[config.mk]
export PLATFORM = sky130hd
export DESIGN_NAME = pixel_reader
export DESIGN_NICKNAME = d
export VERILOG_FILES = /design/src/rtl/pixel_reader.sv
export SDC_FILE = /design/constraint.sdc
export NUM_CORES = 2
export LEC_CHECK = 0
export ABC_AREA = 1
export CAP_MARGIN = 15
export CORE_UTILIZATION = 35
export CTS_CLUSTER_DIAMETER = 100
export CTS_CLUSTER_SIZE = 30
export DETAILED_ROUTE_END_ITERATION = 8
export PLACE_DENSITY_LB_ADDON = 0.1
export SYNTH_ARGS = -nofsm -noshare
export SYNTH_HDL_FRONTEND = slang
export SYNTH_SLANG_ARGS = --single-unit
[constraint.sdc]
create_clock -name clk -period 13.5 [get_ports clk]
set_input_delay 2.7 -clock clk [delete_from_list [all_inputs] [get_ports clk]]
set_output_delay 2.7 -clock clk [all_outputs]
set_load 0.02 [all_outputs]
[src/rtl/pixel_reader.sv]
// pixel_reader
// Fetches one 256-pixel scanline (64 x 32-bit words) from graphics memory
// through the memory controller command / read-FIFO port into one half of a
// double line buffer, and serves single 8-bit pixels from either half to the
// video output stage with one cycle of latency.
//
// state | meaning
// ------+---------------------------------------------------------------
// IDLE  | no fetch in flight; any stale read-FIFO words are drained
// CMD   | line latched; skip if off-screen, else issue the read command
// READ  | popping 64 burst words into buffer[line[0]]

module pixel_reader #(
    parameter int unsigned SCREEN_LINES        = 192,
    parameter logic [13:0] GRAPHICS_MEM_PREFIX = 14'h0010
) (
    input  logic        clk,
    input  logic        rst,

    input  logic        calib_done,
    input  logic        line_req,
    input  logic [7:0]  line_y,
    output logic        line_busy,
    output logic        line_done,

    input  logic [7:0]  pixel_x,
    input  logic        pixel_y0,
    output logic [7:0]  pixel_rgb,

    output logic        rd_error,

    output logic        mem_cmd_en,
    output logic [2:0]  mem_cmd_instr,
    output logic [5:0]  mem_cmd_bl,
    output logic [29:0] mem_cmd_byte_addr,
    input  logic        mem_cmd_full,

    output logic        mem_rd_en,
    input  logic [31:0] mem_rd_data,
    input  logic        mem_rd_empty,
    input  logic [6:0]  mem_rd_count,
    input  logic        mem_rd_overflow,
    input  logic        mem_rd_error
);

    typedef enum logic [1:0] {
        IDLE = 2'd0,
        CMD  = 2'd1,
        READ = 2'd2
    } state_t;

    localparam logic [5:0] LAST_WORD = 6'd63;

    state_t      state;
    logic [7:0]  line_q;
    logic [5:0]  word_index;
    logic        line_off_screen;
    logic        fill_word;

    // Two 64-word halves: address bit 6 is the buffer, i.e. the line parity.
    logic [31:0] line_buf [0:127];
    logic [31:0] rd_word;

    // Occupancy is informational only; flow control uses the empty flag.
    logic        unused_rd_count;
    assign unused_rd_count = ^mem_rd_count;

    assign mem_cmd_instr = 3'b001;

    // Off-screen lines are acknowledged without touching memory.
    assign line_off_screen = (32'(line_q) >= SCREEN_LINES);

    // The FIFO is popped whenever it has data in IDLE (draining leftovers of
    // an abandoned burst) or in READ (filling the buffer). Never during reset.
    always_comb begin
        mem_rd_en = 1'b0;
        if (!rst && !mem_rd_empty && (state == IDLE || state == READ))
            mem_rd_en = 1'b1;
    end

    // Only pops taken in READ land in the buffer; IDLE pops are discarded.
    assign fill_word = mem_rd_en && (state == READ);

    // Sequencer: request acceptance, command issue, burst word counting.
    always_ff @(posedge clk) begin
        if (rst) begin
            state             <= IDLE;
            line_q            <= 8'd0;
            word_index        <= 6'd0;
            line_busy         <= 1'b0;
            line_done         <= 1'b0;
            mem_cmd_en        <= 1'b0;
            mem_cmd_bl        <= 6'd0;
            mem_cmd_byte_addr <= {GRAPHICS_MEM_PREFIX, 16'h0000};
        end else begin
            line_done  <= 1'b0;
            mem_cmd_en <= 1'b0;
            case (state)
                IDLE: begin
                    // An empty FIFO guarantees no leftovers mix into the new line.
                    if (line_req && calib_done && mem_rd_empty) begin
                        line_q    <= line_y;
                        line_busy <= 1'b1;
                        state     <= CMD;
                    end
                end
                CMD: begin
                    if (line_off_screen) begin
                        line_done <= 1'b1;
                        line_busy <= 1'b0;
                        state     <= IDLE;
                    end else if (!mem_cmd_full) begin
                        mem_cmd_en        <= 1'b1;
                        mem_cmd_bl        <= LAST_WORD;
                        mem_cmd_byte_addr <= {GRAPHICS_MEM_PREFIX, line_q, 8'h00};
                        word_index        <= 6'd0;
                        state             <= READ;
                    end
                end
                READ: begin
                    if (mem_rd_en) begin
                        word_index <= word_index + 6'd1;
                        if (word_index == LAST_WORD) begin
                            line_done <= 1'b1;
                            line_busy <= 1'b0;
                            state     <= IDLE;
                        end
                    end
                end
                default: begin
                    state <= IDLE;
                end
            endcase
        end
    end

    // Buffer fill; contents are deliberately not reset.
    always_ff @(posedge clk) begin
        if (fill_word)
            line_buf[{line_q[0], word_index}] <= mem_rd_data;
    end

    assign rd_word = line_buf[{pixel_y0, pixel_x[7:2]}];

    // Pixel port: byte lane x[1:0] of word x[7:2], lane 0 in the low byte.
    // No interlock against a concurrent fill of the same half.
    always_ff @(posedge clk) begin
        if (rst) begin
            pixel_rgb <= 8'd0;
        end else begin
            case (pixel_x[1:0])
                2'd0:    pixel_rgb <= rd_word[7:0];
                2'd1:    pixel_rgb <= rd_word[15:8];
                2'd2:    pixel_rgb <= rd_word[23:16];
                default: pixel_rgb <= rd_word[31:24];
            endcase
        end
    end

    // Sticky read-path error flag, cleared only by reset.
    always_ff @(posedge clk) begin
        if (rst)
            rd_error <= 1'b0;
        else if (mem_rd_overflow || mem_rd_error)
            rd_error <= 1'b1;
    end

endmodule

==> impl_results.html <==
<table>
<tr><th>Metric</th><th>Value</th></tr>
<tr><th colspan="2">Hold path</th></tr>
<tr><td>Type of the worst min-delay path</td><td>reg2reg</td></tr>
<tr><td>Worst Hold Depth</td><td>2</td></tr>
<tr><td>End point of the most critical hold path</td><td>line_busy$_SDFFE_PP0P_</td></tr>
<tr><td>Launch instance of the worst min-delay path</td><td>line_busy$_SDFFE_PP0P_</td></tr>
<tr><th colspan="2">Synthesis</th></tr>
<tr><td>Post-Syn Area per Cell</td><td>12.3 um^2</td></tr>
<tr><td>Mapped Area</td><td>166,000 um^2</td></tr>
<tr><td>Cells after synthesis</td><td>13.5k</td></tr>
<tr><td>Basic-gate share of the synthesized area counting and, or, nand and nor cells</td><td>20.8%</td></tr>
<tr><td>Yosys Warn Count</td><td>0</td></tr>
<tr><td>Xor and xnor area share after synthesis</td><td>0%</td></tr>
<tr><td>Share of synthesized cell area in full adder, half adder and majority cells</td><td>0.0377%</td></tr>
<tr><td>Multiplexer share of the synthesized area</td><td>0%</td></tr>
<tr><td>Complex-gate fraction of the synthesized area</td><td>1.37%</td></tr>
<tr><td>Number of distinct library cell variants in the gate-level netlist after synthesis</td><td>30</td></tr>
<tr><td>Part of the Yosys area used for sequential elements</td><td>74.6%</td></tr>
<tr><td>Main combinational cell family by area after synthesis</td><td>simple AND/OR/NAND/NOR gates</td></tr>
<tr><td>Count of state elements after synthesis</td><td>4,133</td></tr>
<tr><th colspan="2">Drt</th></tr>
<tr><td>Met2 Wirelength</td><td>244,000 um</td></tr>
<tr><td>Total wirelength of the detailed-routed design</td><td>534,000 um</td></tr>
<tr><td>Post-route met1 wirelength</td><td>237,000 um</td></tr>
<tr><td>Vias</td><td>105k</td></tr>
<tr><td>DRC Markers</td><td>0</td></tr>
<tr><td>Detailed router's first-iteration violation count</td><td>10.6k</td></tr>
<tr><td>Antenna Violating Nets Remaining</td><td>0</td></tr>
<tr><td>Wire length on met3</td><td>33,000 um</td></tr>
<tr><td>Detailed Routing Iterations Pass 1</td><td>6</td></tr>
<tr><td>Post-detailed-route wirelength per cell</td><td>27.4 um</td></tr>
<tr><td>Mean number of vias per cell</td><td>5.36</td></tr>
<tr><td>Highest metal layer with signal wires</td><td>met4</td></tr>
<tr><th colspan="2">STA</th></tr>
<tr><td>Setup repair after global routing missed its margin</td><td>no</td></tr>
<tr><td>Maximum clock frequency</td><td>139 MHz</td></tr>
<tr><td>Min Clock Period, post-route</td><td>7.21 ns</td></tr>
<tr><td>Setup-violating endpoint count in the final report</td><td>0</td></tr>
<tr><td>Count of final hold-check violations</td><td>0</td></tr>
<tr><td>Worst Max-Slew Pin Slew</td><td>1.62 ns</td></tr>
<tr><td>Post-route worst hold slack</td><td>0.460 ns</td></tr>
<tr><td>Period utilisation layout</td><td>53.4%</td></tr>
<tr><td>Pins Over Slew Limit</td><td>182</td></tr>
<tr><td>Worst slew margin relative to its limit</td><td>-7.76%</td></tr>
<tr><td>Setup TNS</td><td>0 ns</td></tr>
<tr><td>Final worst clock skew</td><td>0.0798 ns</td></tr>
<tr><th colspan="2">Clock tree</th></tr>
<tr><td>Number of CTS-inserted buffers</td><td>173</td></tr>
<tr><td>Number of levels in the clock H-tree</td><td>4</td></tr>
<tr><td>Hold buffers post-CTS</td><td>0</td></tr>
<tr><td>Clock tree from TritonCTS</td><td>built</td></tr>
<tr><td>Clock root buffer master</td><td>sky130_fd_sc_hd__clkbuf_16</td></tr>
<tr><td>Clock edge transition at the registers on the reported setup and hold paths</td><td>0.10 ns</td></tr>
<tr><td>Number of buffers between clock root and the deepest sink</td><td>4</td></tr>
<tr><td># resized after CTS</td><td>0</td></tr>
<tr><td>Worst skew pair latency</td><td>0.98 ns</td></tr>
<tr><td>TritonCTS sink count</td><td>4,133</td></tr>
<tr><td>Buffer count from post-CTS setup fixing</td><td>0</td></tr>
<tr><th colspan="2">Pwr</th></tr>
<tr><td>Maximum vdd ir drop</td><td>0.113 mV</td></tr>
<tr><td>Power density over the cells</td><td>126 nW/um^2</td></tr>
<tr><td>Leak Pwr</td><td>59.2 nW</td></tr>
<tr><th colspan="2">Global routing</th></tr>
<tr><td>Grt total ovfl</td><td>0</td></tr>
<tr><td>Global-route usage over all layers</td><td>21.7%</td></tr>
<tr><td>Pin count of the biggest net entering global routing</td><td>180</td></tr>
<tr><td>Antenna violations before repair</td><td>26</td></tr>
<tr><td>Vias in the first global route</td><td>98.8k</td></tr>
<tr><td>Wire length of the first global-routing pass</td><td>746,000 um</td></tr>
<tr><th colspan="2">Finish</th></tr>
<tr><td>Area overhead of the layout relative to synthesis</td><td>7.72%</td></tr>
<tr><td>Net count reported at finish</td><td>13.2k</td></tr>
<tr><td>FILL cells</td><td>44.4k</td></tr>
<tr><td>Fraction of layout instances using a drive strength above 1</td><td>5.57%</td></tr>
<tr><th colspan="2">Placement</th></tr>
<tr><td>Port Buf Inserts</td><td>83</td></tr>
<tr><td>RePlAce Congestion</td><td>0.944</td></tr>
<tr><td>Detailed placer's ending HPWL</td><td>283,000 um</td></tr>
<tr><th colspan="2">Floorplan</th></tr>
<tr><td>Die height</td><td>690 um</td></tr>
<tr><td>Die area</td><td>477,000 um^2</td></tr>
<tr><td>Horiz. Die Dim</td><td>690 um</td></tr>
<tr><td># rows</td><td>252</td></tr>
<tr><td>Number of I/O pins</td><td>116</td></tr>
<tr><td>Effective utilization at floorplan</td><td>35.2%</td></tr>
<tr><td>Core area</td><td>471,000 um^2</td></tr>
<tr><th colspan="2">Critical path</th></tr>
<tr><td>Worst endpoint data arrival time</td><td>4.51 ns</td></tr>
<tr><td>Required @ worst endpoint</td><td>10.80 ns</td></tr>
<tr><td>Launch instance of the worst register-to-register path</td><td>line_q[0]$_SDFFE_PP0P_</td></tr>
<tr><td>Critical-path maximum fanout</td><td>7</td></tr>
<tr><td>Category of the worst setup path capture point</td><td>primary output</td></tr>
<tr><td>Worst-case register-to-register setup slack</td><td>10.11 ns</td></tr>
<tr><td>Path type of the worst setup path</td><td>in2out</td></tr>
<tr><td>Destination of the worst register-to-register timing path</td><td>line_buf[15][20]$_DFFE_PP_</td></tr>
<tr><td>R2r worst-path depth</td><td>4</td></tr>
<tr><td>Crit start category</td><td>input pin</td></tr>
<tr><th colspan="2">Job</th></tr>
<tr><td>Maximum Capacitance Violations</td><td>0</td></tr>
<tr><th colspan="2">Run status</th></tr>
<tr><td>Violated checks</td><td>max-slew violations</td></tr>
<tr><td>Status</td><td>complete, but fails checks</td></tr>
</table>
[per-stage QoR]
step	util (%)	total power [mW]	worst slack (ns)	instances	area, um^2
after floorplan	-	15.3	6.31	13500	166000
after global placement	36.7	16.1	5.74	19200	173000
after detailed placement	36.7	16.1	5.76	19200	173000
after CTS	37.9	22.8	6.31	19500	179000
after global routing	37.9	23.3	6.29	19500	179000
final	37.9	22.6	6.29	19500	179000
[how the worst max path moves through the flow]
stage,slack [ns],end,cells past startpoint,from
finish,6.29,mem_rd_en,5,rst
detailed placement,5.76,pixel_rgb[0]$_SDFF_PP0_,16,pixel_x[2]
global placement,5.74,pixel_rgb[0]$_SDFF_PP0_,16,pixel_x[2]
CTS,6.31,mem_rd_en,5,rst
floorplan,6.31,line_buf[68][0]$_DFFE_PP_,6,mem_rd_empty
global route,6.29,mem_rd_en,5,rst
[state kept, by name, indices dropped and copies added, names as in the netlist]
name and cells:
mem_cmd_bl 1, state 2, line_done 1, line_q 8, mem_cmd_en 1, pixel_rgb 8
rd_error 1, line_buf 4096, word_index 6, mem_cmd_byte_addr 8, line_busy 1
[area by class of cell]
cell class / count / area, um^2 / area share (%)
clock buffers: 196 / 4530 / 2.54
diodes: 48 / 120 / 0.0672
flip-flops and latches: 4133 / 124000 / 69.3
well taps: 6223 / 7790 / 4.36
clock inverters: 72 / 855 / 0.478
repair buffers: 393 / 3590 / 2.01
multi-input cells: 8395 / 37800 / 21.2
inverters: 38 / 195 / 0.109
[logic make-up (layout without fill, tap and decap cells)]
logic type,after synthesis,in the layout
other,2,73
adder cells (fa/ha/maj),5,5
buffers and inverters,983,699
AO/OA/AOI/OAI,418,418
flip-flops,4133,4133
AND/OR/NAND/NOR,7947,7947
[where the power goes]
group / total [mW] / switching [mW] / internal (mW) / leakage [nW]
clock: 6.76 / 4.07 / 2.69 / 2.62
sequential: 14.1 / 0.0113 / 14.1 / 37.1
combinational: 1.70 / 1.33 / 0.373 / 19.5
[cell usage after synthesis (all sizes together)]
| library cell | n | area share, % |
|---|---|---|
| nand4 | 2 | 0.0075 |
| o21a | 2 | 0.0090 |
| edfxtp | 4096 | 74 |
| clkbuf | 272 | 0.62 |
| o22ai | 128 | 0.48 |
| nor4 | 2 | 0.0075 |
| nand3 | 3661 | 11 |
| a211oi | 2 | 0.0090 |
| nor3b | 1 | 0.0045 |
| o21ai | 277 | 0.84 |
| ha | 5 | 0.038 |
| or2 | 1 | 0.0038 |
| conb | 2 | 0.0045 |
| nand2 | 3819 | 8.6 |
| a21oi | 6 | 0.018 |
| inv | 38 | 0.089 |
| nor2 | 453 | 1.0 |
| buf | 673 | 2.5 |
| a221oi | 1 | 0.0053 |
| a32oi | 1 | 0.0053 |
| dfxtp | 37 | 0.45 |
| a32o | 1 | 0.0060 |
| nor3 | 8 | 0.024 |
[layout by cell type, fill, tap and decap left out, types with 25 or more instances in the layout]
cell,netlist,routed
sky130_fd_sc_hd__conb_1,2,25
sky130_fd_sc_hd__nor2_4,0,126
sky130_fd_sc_hd__o22ai_1,128,128
sky130_fd_sc_hd__nand3_1,3661,3661
sky130_fd_sc_hd__diode_2,0,48
sky130_fd_sc_hd__buf_4,105,287
sky130_fd_sc_hd__inv_1,34,32
sky130_fd_sc_hd__clkdlybuf4s50_1,0,44
sky130_fd_sc_hd__edfxtp_1,4096,4096
sky130_fd_sc_hd__clkbuf_16,0,178
sky130_fd_sc_hd__buf_12,1,32
sky130_fd_sc_hd__nand2_1,3819,3813
sky130_fd_sc_hd__nor2_1,453,327
sky130_fd_sc_hd__o21ai_0,277,277
sky130_fd_sc_hd__dfxtp_1,37,37
sky130_fd_sc_hd__buf_6,106,25
[worst max-delay path, cell delays in order]
cell,delay (ns)
sky130_fd_sc_hd__clkdlybuf4s50_1,0.73
sky130_fd_sc_hd__nor2_1,0.28
sky130_fd_sc_hd__inv_1,0.08
sky130_fd_sc_hd__nor2_1,0.10
sky130_fd_sc_hd__clkdlybuf4s50_1,0.62
[per-layer routing]
metal / global-route usage (%) / up-vias
met4: 7.50 / 0
met1: 30.6 / 53800
met5: 0 / -
met2: 34.6 / 2957
li1: - / 47400
met3: 2.86 / 491
(Power assumes the default switching activity.)
